$ cat config.mk
export PLATFORM = sky130hd
export DESIGN_NAME = dmem_arbiter
export DESIGN_NICKNAME = d
export VERILOG_FILES = /design/src/rtl/dmem_arbiter.sv
export SDC_FILE = /design/constraint.sdc
export NUM_CORES = 1
export LEC_CHECK = 0
export ABC_CLOCK_PERIOD_IN_PS = 2300
export CAP_MARGIN = 10
export CORE_MARGIN = 4
export CORE_UTILIZATION = 45
export DETAILED_ROUTE_END_ITERATION = 16
export PLACE_DENSITY = 0.86
export SLEW_MARGIN = 20
export SYNTH_ARGS = -nofsm -noshare
export SYNTH_HDL_FRONTEND = slang
export SYNTH_SLANG_ARGS = --single-unit
$ cat constraint.sdc
create_clock -name clk_pi -period 2.3 [get_ports clk_pi]
set_input_delay 0.46 -clock clk_pi [delete_from_list [all_inputs] [get_ports clk_pi]]
set_output_delay 0.46 -clock clk_pi [all_outputs]
set_load 0.05 [all_outputs]
$ cat src/rtl/dmem_arbiter.sv
// dmem_arbiter: two-port (CPU / debug) arbiter in front of a single-port data memory.
// Optional macro DMEM_ARB_RR_EN selects round-robin on contention; default build gives CPU priority.
`default_nettype none

module dmem_arbiter #(
  parameter int ADDR_W = 16,
  parameter int DATA_W = 16
) (
  input  logic              clk_pi,
  input  logic              reset_n_pi,
  input  logic              clk_en_pi,

  input  logic              cpu_req_pi,
  input  logic              cpu_write_pi,
  input  logic [ADDR_W-1:0] cpu_addr_pi,
  input  logic [DATA_W-1:0] cpu_wdata_pi,
  output logic              cpu_ack_po,
  output logic [DATA_W-1:0] cpu_rdata_po,
  output logic              cpu_stall_po,

  input  logic              dbg_req_pi,
  input  logic              dbg_write_pi,
  input  logic [ADDR_W-1:0] dbg_addr_pi,
  input  logic [DATA_W-1:0] dbg_wdata_pi,
  output logic              dbg_ack_po,
  output logic [DATA_W-1:0] dbg_rdata_po,

  output logic              mem_write_po,
  output logic [ADDR_W-1:0] mem_addr_po,
  output logic [DATA_W-1:0] mem_wdata_po,
  input  logic [DATA_W-1:0] mem_rdata_pi
);

  typedef enum logic [2:0] {
    IDLE     = 3'd0,
    SRV_CPU  = 3'd1,
    SRV_DBG  = 3'd2,
    DONE_CPU = 3'd3,
    DONE_DBG = 3'd4
  } state_t;

  localparam logic GRANT_CPU = 1'b0;
  localparam logic GRANT_DBG = 1'b1;

  state_t            state;
  state_t            state_nxt;
  logic              last_grant;
  logic              last_grant_nxt;
  logic              any_req;
  logic              grant_dbg;
  logic              accept;
  logic              in_srv;

  logic              req_write;
  logic [ADDR_W-1:0] req_addr;
  logic [DATA_W-1:0] req_wdata;
  logic [DATA_W-1:0] cpu_rdata;
  logic [DATA_W-1:0] dbg_rdata;

  // Debug wins only when it is the sole requester, or (round-robin) when CPU had the last turn.
  always_comb begin
    any_req   = cpu_req_pi | dbg_req_pi;
`ifdef DMEM_ARB_RR_EN
    grant_dbg = dbg_req_pi & (~cpu_req_pi | (last_grant == GRANT_CPU));
`else
    grant_dbg = dbg_req_pi & ~cpu_req_pi;
`endif
  end

  always_ff @(posedge clk_pi) begin
    if (!reset_n_pi) begin
      state <= IDLE;
    end else if (clk_en_pi) begin
      state <= state_nxt;
    end
  end

  always_comb begin
    state_nxt      = state;
    last_grant_nxt = last_grant;
    accept         = 1'b0;
    case (state)
      IDLE: begin
        if (any_req) begin
          accept         = 1'b1;
          state_nxt      = grant_dbg ? SRV_DBG : SRV_CPU;
          last_grant_nxt = grant_dbg ? GRANT_DBG : GRANT_CPU;
        end
      end
      SRV_CPU:  state_nxt = DONE_CPU;
      SRV_DBG:  state_nxt = DONE_DBG;
      DONE_CPU: state_nxt = IDLE;
      DONE_DBG: state_nxt = IDLE;
      default:  state_nxt = IDLE;
    endcase
  end

  always_ff @(posedge clk_pi) begin
    if (!reset_n_pi) begin
      last_grant <= GRANT_DBG;
      req_write  <= 1'b0;
      req_addr   <= '0;
      req_wdata  <= '0;
      cpu_rdata  <= '0;
      dbg_rdata  <= '0;
    end else if (clk_en_pi) begin
      last_grant <= last_grant_nxt;
      if (accept) begin
        req_write <= grant_dbg ? dbg_write_pi : cpu_write_pi;
        req_addr  <= grant_dbg ? dbg_addr_pi  : cpu_addr_pi;
        req_wdata <= grant_dbg ? dbg_wdata_pi : cpu_wdata_pi;
      end
      if (state == SRV_CPU && !req_write) begin
        cpu_rdata <= mem_rdata_pi;
      end
      if (state == SRV_DBG && !req_write) begin
        dbg_rdata <= mem_rdata_pi;
      end
    end
  end

  // The write strobe is qualified so a frozen or resetting cycle never commits a store.
  always_comb begin
    in_srv       = (state == SRV_CPU) || (state == SRV_DBG);
    mem_write_po = in_srv & req_write & clk_en_pi & reset_n_pi;
    mem_addr_po  = in_srv ? req_addr  : '0;
    mem_wdata_po = in_srv ? req_wdata : '0;
    cpu_ack_po   = (state == DONE_CPU);
    dbg_ack_po   = (state == DONE_DBG);
    cpu_stall_po = cpu_req_pi & ~cpu_ack_po;
    cpu_rdata_po = cpu_rdata;
    dbg_rdata_po = dbg_rdata;
  end

endmodule

`default_nettype wire

==> impl_results.md, run 1 <==
* FF-to-FF Start: state[0]
* Inst Count DP at 590
* Diodes inserted at 0
* Reg2reg setup slack at 0.71 ns
* Row count at 31
* Largest net degree at the start of global routing at 35
* Ys flop type: dfxtp_1
* Yosys cell types at 29
* Die Span X at 94.2 um
* # Post-CTS Setup Buffers at 0
* Signal arrival time at the worst endpoint at 1.71 ns
* Largest area contributor in the netlist: dfxtp_1
* Number of flops mapped to enable cells by yosys at 0
* Post-synthesis xor/xnor area fraction at 0.262%
* Initial Utilization at 46.1%
* RSZ-0062 raised after global routing: false
* Nets at 589
* CP endpoint kind: output port
* Buffers added on ports at 154
* Via count at 3307
* Pwr/cell area at 587 nW/um^2
* Die ar. at 8880 um^2
* Status: finished, final reports clean
* Netlist Area Pre-Place at 3350 um^2
* Setup Skew at 0.0109 ns
* I/O Pins at 155
* Synth area leaders: dfxtp_1, a211oi_2, a21oi_1, mux2i_1, and2_1
* Post-synthesis net count at 451
* Final ANT Viol Nets at 0
* Initial antenna violation count at 0
* CP Launch Type: register
* Non-Filler Instances at 606
* Worst IR Drop VDD at 0.488 mV
* Slew Viols, Final at 0
* CTS clk-pin slew, worst paths at 0.07 ns
* Mux contribution to synthesized area at 10.2%
* First-pass GRT wire length at 16700 um
* All-Layer GR Usage at 23.9%
* CTS Buffer Depth at 2
* Period utilization at 94.1%
* TritonRoute pass-1 iters at 4
* Hold Slack at 0.481 ns
* Fmax achieved at 462 MHz
* Final Hold Viols at 0
* Compound-Gate Fraction of Synth Area at 27.3%
* DR iter-0 viols at 153
* R2R depth at 4
* Largest family of logic cells by synthesized area: compound AO/OA/AOI/OAI gates
* Actual slew at the worst max-slew pin at 0.667 ns
* Area Growth Syn to Fin at 63.2%
* Die height at 94.2 um
* Post-synthesis adder-cell area fraction at 0%
* Yosys warnings at 0
* Hold Path Origin: cpu_rdata_po[13]
* Clock sinks at 68
* Post-synth top area share at 40.7%
* Critical path class: reg2out
* Simple logic cell fraction of the synthesized area at 14.7%
* Cells after Synth at 364
* Clock root buffer: clkbuf_8
* Fin Setup TNS at 0 ns
* RR Endpoint: req_wdata[12]
* Wire length per cell at 17.7 um
* Worst min path class: reg2reg
* Core area at 7250 um^2
* Total power at 0.00321 W
* GRT overflow at 0
* CTS HTree Levels at 3
* Crit path time final at 2.17 ns
* Lkg Pwr at 2.08 nW
* Synth Area per Inst at 9.19 um^2
* Clock latency on the worst-skew pair at 0.34 ns
* Number of vias per cell at 5.46
* Post-synth top cells: dfxtp_1, a21oi_1, o21ai_0
* Most numerous cell in the Yosys netlist: dfxtp_1
* Hold Path Depth at 2
* Layout cell share with drive strength beyond 1 at 20.3%
* Routed Wire Length at 10700 um
* Worst Path Required at 1.84 ns
* Final setup vio count at 0
* Hpwl dp at 7900 um
* Number of buffers created by CTS at 9
* Max-cap violations at 0
* Max_slew headroom at 55.5%
* CP max FO at 33
* Vias in the first global route at 3332
* CTS tree: built
* Synthesized flop and latch total at 68
* Sequential cell area fraction in the yosys report at 40.7%
* Post-synth ARST share at 0%
* Hold EP: cpu_rdata_po[13]
* Routability cong. at 0.750
* DRC violations left at 0
registers in the layout, summed over array words and instances, names as in the netlist:
register and count:
cpu_rdata_po 16, dbg_rdata_po 16, req_addr 16, req_wdata 16, req_write 1, state 3
how the worst max path moves through the flow:
stage / startpoint / to / slack, ns / depth (start not counted)
global placement: cpu_req_pi / req_wdata[2] / 0.22 / 5
CTS: state[0] / mem_write_po / 0.005 / 5
detailed placement: clk_en_pi / req_wdata[15] / 0.12 / 5
global route: state[1] / mem_write_po / 0.004 / 5
finish: state[1] / mem_write_po / 0.13 / 5
floorplan: state[1] / cpu_stall_po / 0.21 / 4
power breakdown:
group	internal [W]	switching [W]	total [W]
Combinational	0.000415	0.000477	0.000892
Clock	0.000557	0.000459	0.00102
Sequential	0.00125	0.0000451	0.00130
Total	0.00222	0.000982	0.00321
repair_timing:
| item | CTS | global route |
|---|---|---|
| hold buffers | 0 | 0 |
| endpoints found under the setup margin | 1 | 33 |
| hold endpoints to repair | 0 | 0 |
| resized for setup | 1 | 1 |
placed cells by master (no fill, tap or decap), types with 3 or more instances in the layout:
cell             instances
buf_4                   13
o21ai_0                 34
a211oi_1                 3
mux2i_1                 33
a21oi_1                 67
clkdlybuf4s50_1        118
nor2_1                   4
a211oi_2                30
and2_1                  32
clkbuf_8                11
nor2b_1                  3
buf_12                  36
nand3_1                 32
dfxtp_1                 66
critical path, cell delays in order, from the launching register on:
cell and delay, ns:
dfxtp_2 0.44, xnor2_1 0.08, nor2_1 0.09, buf_4 0.29
and4_1 0.30, buf_12 0.15
cells by family (layout without fill, tap and decap cells):
kind of cell / count (synthesis) / in the layout
compound gates: 135 / 135
simple gates: 85 / 85
flops: 68 / 68
buf+inv: 41 / 184
mux: 34 / 34
xor+xnor: 1 / 1
layout make-up:
cell class	instances	area, um^2
Clock buffer	12	155
Inverter	1	3.75
Clock inverter	4	47.5
Timing Repair Buffer	167	2000
Multi-Input combinational cell	255	1770
Sequential cell	68	1360
Tap cell	99	124
Fill cell	493	1790
stage by stage:
step / setup WS, ns / instance area (um^2) / utilization (%)
2_1_floorplan: 0.211 / 3350 / -
3_3_place_gp: 0.217 / 5250 / 72.4
3_5_place_dp: 0.124 / 5250 / 72.4
4_1_cts: 0.00483 / 5460 / 75.2
5_1_grt: 0.00401 / 5460 / 75.3
6_report: 0.135 / 5460 / 75.3
per-layer routing:
metal  track usage, %  wire length, um  vias to the layer above
met5                0                0                        -
met4             7.34              177                        0
met3             8.41             1070                       15
met2             42.6             5400                      159
met1             26.6             4060                     1554
li1                 -                -                     1579
Power figures use the tool's default switching activity.
==> run 2, diff against run 1 <==
- ABC_CLOCK_PERIOD_IN_PS: 2300 -> 2000
- CORE_UTILIZATION: 45 -> 42
- PLACE_DENSITY: 0.86 -> 0.81
- clock period: 2.3 -> 2 ns (I/O delays scaled with it)
==> run 2 against run 1 <==
Effect of this change: global-route usage shrank 2.0 points; sequential cell count did not move; sequential share of layout area down 1.1 points; combinational power increased by 24%; total power rose by 23%; register-to-register slack worse by 0.41 ns; hold slack better by 0.00092 ns; first-iteration DRC count is 36% lower; clock-buffer cell count shrank 3; wire length barely moved; design area is 4.8% higher.
==> impl_results.md, run 2 (synthesis results as in run 1) <==
* Status: finished, final reports clean
* Hpwl dp at 7580 um
* GR Util met2 at 37.1%
* Total power at 0.00394 W
* Fin area at 5720 um^2
* Wire length per cell at 17.3 um
* DRC violations left at 0
* Nets at 599
* Critical path class: reg2out
* Buffers added on ports at 154
* Worst IR Drop VDD at 0.385 mV
* Die height at 97.3 um
* Die ar. at 9460 um^2
* CP endpoint kind: output port
* Pwr/cell area at 689 nW/um^2
* Core area at 7730 um^2
* Commonest cells after routing, fill and taps aside: clkdlybuf4s50_1, a21oi_1, dfxtp_1, buf_12, o21ai_0
* Clock sinks at 68
* Die Span X at 97.3 um
* Initial antenna violation count at 0
* Actual slew at the worst max-slew pin at 1.11 ns
* GR Util met1 at 25.4%
* CP Launch Type: register
* Via count at 3342
* Filler instances at 538
* Period utilization at 99.7%
* Inst Count DP at 599
* Layout cell share with drive strength beyond 1 at 25.6%
* RSZ-0062 raised after global routing: true
* Final ANT Viol Nets at 0
* Slew Viols, Final at 0
* Fmax achieved at 501 MHz
* Number of vias per cell at 5.41
* TritonRoute pass-1 iters at 4
* Lkg Pwr at 2.19 nW
* CTS clk-pin slew, worst paths at 0.07 ns
* Clock latency on the worst-skew pair at 0.33 ns
* Worst Path Required at 1.60 ns
* DR iter-0 viols at 98
* Final Hold Viols at 0
* Area Growth Syn to Fin at 71.0%
* First-pass GRT wire length at 17100 um
* Number of buffers created by CTS at 9
* Vias in the first global route at 3430
* Met3 GRT Util at 8.11%
* Most common cell after layout, fill and taps aside: clkdlybuf4s50_1
* Row count at 32
* GRT overflow at 0
* Non-Filler Instances at 618
* Routed Wire Length at 10700 um
* Worst min path class: reg2reg
* Initial Utilization at 43.3%
* Max-cap violations at 0
* CTS tree: built
* Signal arrival time at the worst endpoint at 1.59 ns
* All-Layer GR Usage at 21.9%
* Crit path time final at 1.99 ns
* Setup Skew at 0.00721 ns
* Routability cong. at 0.851
* GR peak layer: met2
* I/O Pins at 155
* Cell Area, Placed at 5380 um^2
* Max_slew headroom at 25.6%
* CP max FO at 16
* CTS HTree Levels at 3
* Clock root buffer: clkbuf_8
* Largest net degree at the start of global routing at 68
* Diodes inserted at 0
* Final setup vio count at 0
* CTS Buffer Depth at 2
* Hold_buf cts at 0
run 2: worst paths after layout:
| path | from | to | slack (ns) | cells after the start |
|---|---|---|---|---|
| worst max-delay path | state[1] | mem_wdata_po[8] | 0.006 | 6 |
| worst min-delay path | dbg_rdata_po[15] | dbg_rdata_po[15] | 0.48 | 2 |
| worst max register to register | state[2] | dbg_rdata_po[3] | 0.30 | 3 |
| worst min register to register | dbg_rdata_po[15] | dbg_rdata_po[15] | 0.48 | 2 |
run 2: cell type report:
type / instances / area, um^2 / area share [%]
Multi-Input combinational cell: 255 / 1820 / 31.8
Inverter: 1 / 3.75 / 0.0656
Sequential cell: 68 / 1370 / 23.9
Clock buffer: 9 / 124 / 2.16
Clock inverter: 6 / 114 / 1.99
Tap cell: 102 / 128 / 2.23
Timing Repair Buffer: 177 / 2170 / 37.9
run 2: what timing repair did:
| item | in CTS | in global routing |
|---|---|---|
| setup buffers | 0 | 3 |
| resized for setup | 2 | 19 |
| pin swaps | 0 | 1 |
| cloned | 0 | 1 |
| endpoints found under the setup margin | 33 | 33 |
run 2: metal layers:
layer / vias to the layer above / part of all wire [%]
met5: - / 0
met4: 0 / 1.6
met3: 13 / 9.6
met2: 155 / 50
met1: 1574 / 38
li1: 1600 / -
run 2: report_power, final:
group	switching [W]	leakage, nW	internal (W)
combinational	0.000569	1.52	0.000538
clock	0.000528	0.112	0.000823
sequential	0.0000472	0.557	0.00144
total	0.00114	2.19	0.00280
run 2: through the flow:
stage | TNS (ns) | setup WS, ns | utilization [%] | hold slack [ns]
final | 0 | 0.00592 | 74.0 | 0.482
after global placement | 0 | 0.0917 | 69.7 | 0.459
after detailed placement | 0 | 0.0274 | 69.7 | 0.468
after global routing | -0.946 | -0.0549 | 74.0 | 0.504
after CTS | 0 | 0.0252 | 72.8 | 0.480
after floorplan | 0 | 0.00537 | - | 0.490
run 2: worst max-delay path, stage by stage, from the launching register on:
cell	delay (ns)
dfxtp_4	0.37
xnor2_2	0.14
nor2_2	0.11
buf_4	0.15
clkbuf_16	0.17
and2_1	0.18
buf_12	0.15
==> run 3, diff against run 2 <==
- SKIP_CTS_REPAIR_TIMING: not set -> 1
==> run 3 against run 2 <==
Effect of this change: global-route usage barely moved; design area unchanged; critical endpoint unchanged; final cell count stayed put; combinational power about the same; sequential cell count unchanged; maximum frequency about the same; critical path type unchanged; first-iteration DRC count grew 4.1%; clock skew is 0.0011 ns higher; wire length rose by 0.18%; clock power is essentially flat.
==> impl_results.md, run 3 (synthesis results as in run 1) <==
* Die height at 97.3 um
* Reg2reg setup slack at 0.31 ns
* Final Hold Viols at 0
* Period utilization at 99.8%
* CTS Buffer Depth at 2
* GRT overflow at 0
* Layout cell share with drive strength beyond 1 at 25.6%
* Area Growth Syn to Fin at 71.0%
* Critical path's slowest cell: dfxtp_4
* DR iter-0 viols at 102
* Logic pwr share at 28.1%
* CTS clk-pin slew, worst paths at 0.08 ns
* Final ANT Viol Nets at 0
* Final setup vio count at 0
* Net Sw Power at 0.00115 W
* Cell Chain, Critical Path: xnor2_2 -> nor2_2 -> buf_4 -> clkbuf_16 -> and2_1 -> buf_12
* Number of vias per cell at 5.42
* Fmax achieved at 501 MHz
* CP bufs+invs at 3
* Slew Viols, Final at 0
* Max_slew headroom at 26.3%
* Worst Path Required at 1.60 ns
* CP endpoint kind: output port
* Worst min path class: reg2reg
* Vias in the first global route at 3428
* Max-cap violations at 0
* Critical path class: reg2out
* Pwr/cell area at 690 nW/um^2
* First-pass GRT wire length at 17100 um
* All-Layer GR Usage at 21.9%
* Sw Ratio at 29.1%
* Final setup margin at 0.00404 ns
* Fin Setup TNS at 0 ns
* Worst IR Drop VDD at 0.387 mV
* Lkg Pwr at 2.19 nW
* Inst Count DP at 599
* Actual slew at the worst max-slew pin at 1.10 ns
* Clock root buffer: clkbuf_8
* Initial Utilization at 43.3%
* I/O Pins at 155
* Hold Slack at 0.482 ns
* Via count at 3348
* Commonest cells after routing, fill and taps aside: clkdlybuf4s50_1, a21oi_1, dfxtp_1, buf_12, o21ai_0
* Routed Wire Length at 10700 um
* Setup Slack @ Placement at 0.0274 ns
* Diodes inserted at 0
* Most common cell after layout, fill and taps aside: clkdlybuf4s50_1
* CP Launch Type: register
* Nets at 599
* Buffers added on ports at 154
* Non-Filler Instances at 618
* DRC violations left at 0
* Initial antenna violation count at 0
* Final core occ at 74.0%
* CTS tree: built
* Crit path time final at 2.00 ns
* CTS HTree Levels at 3
* Clock latency on the worst-skew pair at 0.33 ns
* Clock power frac at 34.3%
* Sequential Power Share at 37.6%
* Wire length per cell at 17.4 um
* Setup Skew at 0.00829 ns
* TritonRoute pass-1 iters at 5
* Crit path max-delay family: buffers and inverters
* CP max FO at 16
* Signal arrival time at the worst endpoint at 1.60 ns
* Die Span X at 97.3 um
* Core area at 7730 um^2
* Routability cong. at 0.851
* Int Pwr at 0.00280 W
* RSZ-0062 raised after global routing: true
* Hpwl dp at 7580 um
* Number of buffers created by CTS at 9
* Row count at 32
* Status: finished, final reports clean
* Clock sinks at 68
* Slowest stage delay, CP at 0.37 ns
* Largest net degree at the start of global routing at 68
* Die ar. at 9460 um^2
-- run 3: cell counts in the layout (fill, tap and decap cells not counted) --
No cell type changed its count.
-- run 3: worst paths after layout --
check | startpoint | end | depth (start not counted)
worst max-delay path | state[1] | mem_wdata_po[8] | 6
worst min-delay path | cpu_rdata_po[9] | cpu_rdata_po[9] | 2
worst max register to register | state[2] | dbg_rdata_po[3] | 3
worst min register to register | cpu_rdata_po[9] | cpu_rdata_po[9] | 2
-- run 3: layout make-up --
type	instances	area, um^2
Clock inverter	6	114
Inverter	1	3.75
Timing Repair Buffer	177	2170
Tap cell	102	128
Sequential cell	68	1370
Clock buffer	9	124
Fill cell	538	2010
Multi-Input combinational cell	255	1820
-- run 3: through the flow --
stage | total power [W] | instance area, um^2
after floorplan | 0.00209 | 3350
after global placement | 0.00255 | 5380
after detailed placement | 0.00257 | 5380
after CTS | 0.00392 | 5620
after global routing | 0.00412 | 5720
final | 0.00395 | 5720
-- run 3: worst register-to-register path, cell delays in order (launching register included) --
cell,delay (ns)
dfxtp_2,0.39
nor2_1,0.85
nand3_1,0.20
a21oi_1,0.18
-- run 3: power by group through the flow --
stage | clock (W) | combinational (W) | sequential, W
final | 0.00135 | 0.00111 | 0.00149
after global routing | 0.00145 | 0.00118 | 0.00150
after CTS | 0.00137 | 0.00107 | 0.00148
after detailed placement | 0 | 0.00106 | 0.00151
after global placement | 0 | 0.00104 | 0.00151
after floorplan | 0 | 0.000533 | 0.00156
-- run 3: per-layer routing --
layer | global-route usage [%] | part of all wire, % | up-vias
li1 | - | - | 1599
met1 | 25.3 | 38 | 1568
met2 | 36.8 | 50 | 168
met3 | 8.11 | 10 | 13
met4 | 8.31 | 1.6 | 0
met5 | 0 | 0 | -
